## src/rtl/instr_encode_loader.sv

```systemverilog
// Packs assembled SCRISC-16 instruction fields into 16-bit words and streams them
// sequentially into instruction memory, range-checking immediates on the way.
module instr_encode_loader #(
  parameter int unsigned ADDR_W = 8
) (
  input  logic              clk,
  input  logic              reset,
  input  logic              start,
  input  logic [ADDR_W-1:0] base_addr,
  input  logic              in_valid,
  output logic              in_ready,
  input  logic [4:0]        in_op,
  input  logic [2:0]        in_rd,
  input  logic [2:0]        in_rs,
  input  logic [2:0]        in_rt,
  input  logic [1:0]        in_funct,
  input  logic [15:0]       in_imm,
  input  logic              in_last,
  output logic              imem_we,
  output logic [ADDR_W-1:0] imem_addr,
  output logic [15:0]       imem_wdata,
  output logic              busy,
  output logic              done,
  output logic              err,
  output logic [1:0]        err_code,
  output logic [ADDR_W:0]   word_count
);

  typedef enum logic [2:0] {
    S_IDLE,
    S_ACCEPT,
    S_CHECK,
    S_WRITE,
    S_DONE
  } state_t;

  localparam logic [ADDR_W-1:0] ADDR_ONE  = {{(ADDR_W-1){1'b0}}, 1'b1};
  localparam logic [ADDR_W:0]   COUNT_ONE = {{ADDR_W{1'b0}}, 1'b1};

  state_t            state_q, state_d;
  logic [4:0]        op_q;
  logic [2:0]        rd_q, rs_q, rt_q;
  logic [1:0]        funct_q;
  logic [15:0]       imm_q;
  logic              last_q;
  logic [ADDR_W-1:0] addr_q;
  logic [ADDR_W:0]   count_q;
  logic              err_q;
  logic [1:0]        err_code_q;
  logic              in_ready_q, busy_q, done_q, we_q;
  logic [ADDR_W-1:0] waddr_q;
  logic [15:0]       wdata_q;

  logic        is_r, is_d, is_uns;
  logic [15:0] word_d;
  logic        range_ok;
  logic        overflow;

  // Format and range are decided from the captured opcode; op[0] selects unsigned range.
  always_comb begin
    is_r   = (op_q == 5'b11111);
    is_d   = (op_q[4:2] == 3'b000);
    is_uns = op_q[0];
    if (is_r) begin
      word_d   = {op_q, rd_q, rs_q, rt_q, funct_q};
      range_ok = 1'b1;
    end else if (is_d) begin
      word_d   = {op_q, 2'b00, imm_q[8:0]};
      range_ok = is_uns ? (imm_q[15:9] == '0)
                        : ((imm_q[15:8] == '0) || (imm_q[15:8] == '1));
    end else begin
      word_d   = {op_q, rd_q, 1'b0, imm_q[6:0]};
      range_ok = is_uns ? (imm_q[15:7] == '0)
                        : ((imm_q[15:6] == '0) || (imm_q[15:6] == '1));
    end
    overflow = !last_q && (addr_q == '1);
  end

  always_comb begin
    state_d = state_q;
    case (state_q)
      S_IDLE:   if (start) state_d = S_ACCEPT;
      S_ACCEPT: if (in_valid) state_d = S_CHECK;
      S_CHECK:  state_d = range_ok ? S_WRITE : S_IDLE;
      S_WRITE:  state_d = last_q ? S_DONE : (overflow ? S_IDLE : S_ACCEPT);
      S_DONE:   state_d = S_IDLE;
      default:  state_d = S_IDLE;
    endcase
  end

  // Status strobes are registered from the next state so they line up with state_q.
  always_ff @(posedge clk) begin
    if (reset) begin
      state_q    <= S_IDLE;
      op_q       <= '0;
      rd_q       <= '0;
      rs_q       <= '0;
      rt_q       <= '0;
      funct_q    <= '0;
      imm_q      <= '0;
      last_q     <= 1'b0;
      addr_q     <= '0;
      count_q    <= '0;
      err_q      <= 1'b0;
      err_code_q <= '0;
      in_ready_q <= 1'b0;
      busy_q     <= 1'b0;
      done_q     <= 1'b0;
      we_q       <= 1'b0;
      waddr_q    <= '0;
      wdata_q    <= '0;
    end else begin
      state_q    <= state_d;
      in_ready_q <= (state_d == S_ACCEPT);
      busy_q     <= (state_d != S_IDLE);
      done_q     <= (state_d == S_DONE);
      we_q       <= (state_d == S_WRITE);
      case (state_q)
        S_IDLE: begin
          if (start) begin
            addr_q     <= base_addr;
            count_q    <= '0;
            err_q      <= 1'b0;
            err_code_q <= 2'b00;
          end
        end
        S_ACCEPT: begin
          if (in_valid) begin
            op_q    <= in_op;
            rd_q    <= in_rd;
            rs_q    <= in_rs;
            rt_q    <= in_rt;
            funct_q <= in_funct;
            imm_q   <= in_imm;
            last_q  <= in_last;
          end
        end
        S_CHECK: begin
          if (range_ok) begin
            waddr_q <= addr_q;
            wdata_q <= word_d;
          end else begin
            err_q      <= 1'b1;
            err_code_q <= 2'b01;
          end
        end
        S_WRITE: begin
          count_q <= count_q + COUNT_ONE;
          if (!last_q) begin
            if (overflow) begin
              err_q      <= 1'b1;
              err_code_q <= 2'b10;
            end else begin
              addr_q <= addr_q + ADDR_ONE;
            end
          end
        end
        default: ;
      endcase
    end
  end

  assign in_ready   = in_ready_q;
  assign imem_we    = we_q;
  assign imem_addr  = waddr_q;
  assign imem_wdata = wdata_q;
  assign busy       = busy_q;
  assign done       = done_q;
  assign err        = err_q;
  assign err_code   = err_code_q;
  assign word_count = count_q;

endmodule

```

## config.mk

```make
export PLATFORM = sky130hd
export DESIGN_NAME = instr_encode_loader
export DESIGN_NICKNAME = d
export VERILOG_FILES = /design/src/rtl/instr_encode_loader.sv
export SDC_FILE = /design/constraint.sdc
export NUM_CORES = 1
export LEC_CHECK = 0
export ABC_CLOCK_PERIOD_IN_PS = 2600
export CAP_MARGIN = 20
export CORE_MARGIN = 4
export CORE_UTILIZATION = 50
export DETAILED_ROUTE_END_ITERATION = 10
export PLACE_DENSITY = 0.91
export SYNTH_ARGS = -nofsm -noshare
export SYNTH_HDL_FRONTEND = slang
export SYNTH_SLANG_ARGS = --single-unit
```

## constraint.sdc

```tcl
create_clock -name clk -period 2.6 [get_ports clk]
set_clock_uncertainty 0.15 [all_clocks]
set_input_delay 0.52 -clock clk [delete_from_list [all_inputs] [get_ports clk]]
set_output_delay 0.52 -clock clk [all_outputs]
set_load 0.05 [all_outputs]
```

==> impl_metrics.ini <==
[min_path]
holdPathEnd = imm_q[2]
min_path_cells = 2
hp-class = reg -> reg
hold_start = imm_q[2]

[synthesis]
ys.flop_type = dfxtp_1
postSynth.asyncResetShare_pct = 0
synth_area_leaders = dfxtp_1 47%, a21oi_1 10%, nand2_1 8.5%
synth_area_per_cell_um2 = 8.07
ys_ff_latch = 84
ys_seq_area_share_pct = 46.7
synth.distinct_cells = 51
syn_area_um2 = 3600
synth_nets = 493
syn_inst = 446
synth_top_cell_by_area = dfxtp_1
synth_edf_count = 0
netlist.area_leader.share_pct = 46.7
yosys_warnings = 0

[die]
core-area_um2 = 6910
std_cell_rows = 30
io-pin-count = 85
die_w_um = 92.8
dieHeight_um = 92.8
initial_core_util_pct = 52.1
die-area_um2 = 8620

[cells_and_area]
design_area_um2 = 4790
fin_nets = 570
syn2layout_area_growth_pct = 33.1
antenna_cells = 0
layout-drive-gt1-share_pct = 8.33
multi_input_area_um2 = 1740
ff_latch_area_um2 = 1680
num-fill-cells = 559
fin_util_pct = 69.3
final_cells = 624

[route]
ant_nets = 0
drcViolationCount = 0
avgViaCountPerCell = 5.65
dr.pass1.iters = 5
wl_per_cell_um = 15.4
dr_total_vias = 3525
wl_mm = 9.59
drtIter0Drc = 342

[critical_path]
r2r-end = err_code[1]
critPathCaptureType = output port
critical_path.startpoint_type = register
cpLargestDelayFamily = buffers and inverters
crit_path_max_incr_delay_ns = 0.84
crit_chain = clkdlybuf4s50_1
required_ns = 1.93
path_max_fanout = 7
critPathKind = reg -> out
path_buf_inv = 1
cp_slowest_cell = clkdlybuf4s50_1
reg2reg_depth = 5
reg2reg_slack_ns = 0.32
arrival_ns = 1.63
rr_startpoint = imm_q[13]

[clock_network]
cts_setup_buffers = 0
clockRootBuffer = clkbuf_8
clk-insertion-delay-late_ns = 0.35
htree_levels = 3
cts_buffers = 9
cts_buffer_depth = 2
cts.sinks = 84
clkTransAtPathRegs_ns = 0.08
tritoncts = done

[pwr]
peakVddDrop_mv = 0.313
p_per_area_nw_per_um2 = 629
power.leakage_nw = 1.59

[status]
status = completed

[global_routing]
antenna_found_initial = 0
grt_usage_pct = 22.0
grt_pass1_wl_mm = 15.2
grt_max_degree = 35
grt_pass1_vias = 3191
gr-total-overflow = 0

[sta]
rsz0062_at_grt = no
tns_ns = 0
max-slew-margin-rel_pct = 63.7
finalMaxSlewViolations = 0
fin_crit_ns = 2.30
fin_crit_sh_pct = 88.5
finalHoldViolCount = 0
fin_ws_ns = 0.298
setup_viol = 0
worst_pin_slew_ns = 0.543
max_freq_ghz = 0.434

[place]
preCtsSetupSlack_ns = 0.0528
dp_hpwl_mm = 6.49
gp_congestion = 0.868
io_buffers = 84
dp.cells = 608
dpl_cell_area_um2 = 4520

[job]
cap_violations = 0
## state kept, by name (all words and copies together), names as in the netlist, 2 cells and up
register    cells
rd_q            3
imem_wdata     16
imm_q          16
imem_addr       8
funct_q         2
word_count      9
op_q            5
addr_q          8
rt_q            3
state_q         3
rs_q            3
err_code        2
## worst min-delay path: stages (launching register included)
cell and delay [ns]:
dfxtp_1 0.32, nand2_1 0.05, a21oi_1 0.05
## timing repair
action,CTS,global route
resized for setup,0,1
endpoints found under the setup margin,0,4
hold buffers,0,0
## kinds of logic after synthesis
kind of cell	Yosys count	share of synthesized area [%]
xor+xnor	1	0.244
fa+ha+maj	2	0.696
mux	1	0.278
buf+inv	38	4.94
flops	84	46.7
simple gates	188	25.0
compound gates	132	22.1
## layer usage
metal | global-route usage [%] | share of wire, %
met1 | 29.4 | 44
met4 | 6.72 | 1.3
met3 | 4.87 | 7.3
met5 | 0 | 0
met2 | 35.5 | 48
## how the worst max path moves through the flow
stage / startpoint / endpoint / slack (ns) / depth (start not counted)
floorplan: imm_q[13] / imem_wdata[1] / 0.58 / 6
global placement: start / addr_q[0] / 0.16 / 6
detailed placement: start / addr_q[0] / 0.05 / 6
CTS: addr_q[0] / addr_q[5] / 0.21 / 6
global route: addr_q[0] / addr_q[5] / 0.12 / 6
finish: word_count[2] / word_count[2] / 0.30 / 1
## power by group
group | total, mW | switching (mW) | internal, mW
Combinational | 0.397 | 0.222 | 0.175
Clock | 1.23 | 0.465 | 0.763
Sequential | 1.39 | 0.0489 | 1.34
Total | 3.01 | 0.736 | 2.28
## area by class of cell
type,count,share of cell area (%)
well taps,96,2.51
clock buffers,10,2.87
clock inverters,6,2.80
inverters,6,0.470
repair buffers,98,19.9
flip-flops and latches,84,35.1
multi-input cells,324,36.3
## synthesized netlist by cell type (2+ instances only)
cell / instances
nor3_1: 20
nand3_1: 32
or2_2: 5
nand2b_1: 5
nor3b_1: 3
o211ai_1: 3
dfxtp_1: 84
nand3b_1: 2
nor2_1: 18
a311oi_1: 9
buf_1: 2
o32ai_1: 3
a21oi_1: 72
o31a_1: 2
nand4_1: 3
clkbuf_1: 20
ha_1: 2
nand2_1: 81
or3_1: 5
a211oi_1: 2
a31oi_1: 3
inv_1: 6
buf_2: 5
nor4_1: 2
nor2b_1: 2
o21ai_0: 30
## through the flow
| stage | hold slack, ns | total power [mW] |
|---|---|---|
| 2_1_floorplan | 0.282 | 1.65 |
| 3_3_place_gp | 0.289 | 1.79 |
| 3_5_place_dp | 0.297 | 1.81 |
| 4_1_cts | 0.309 | 3.02 |
| 5_1_grt | 0.332 | 3.11 |
| 6_report | 0.307 | 3.01 |
## placed cells by master (no fill, tap or decap), types with 3 or more instances in the layout
master,instances
a21oi_1,72
or3_1,5
dfxtp_1,84
clkdlybuf4s50_1,83
nor3b_1,3
buf_4,13
clkbuf_8,10
inv_1,6
nor2_1,18
nand2_1,81
o211ai_1,3
o21ai_0,30
nand2b_1,5
or2_2,5
o32ai_1,3
a311oi_1,9
nand3_1,32
bufinv_16,4
nor3_1,20
a31oi_1,3
nand4_1,3
Note: power is estimated with default switching activity, not from simulation.
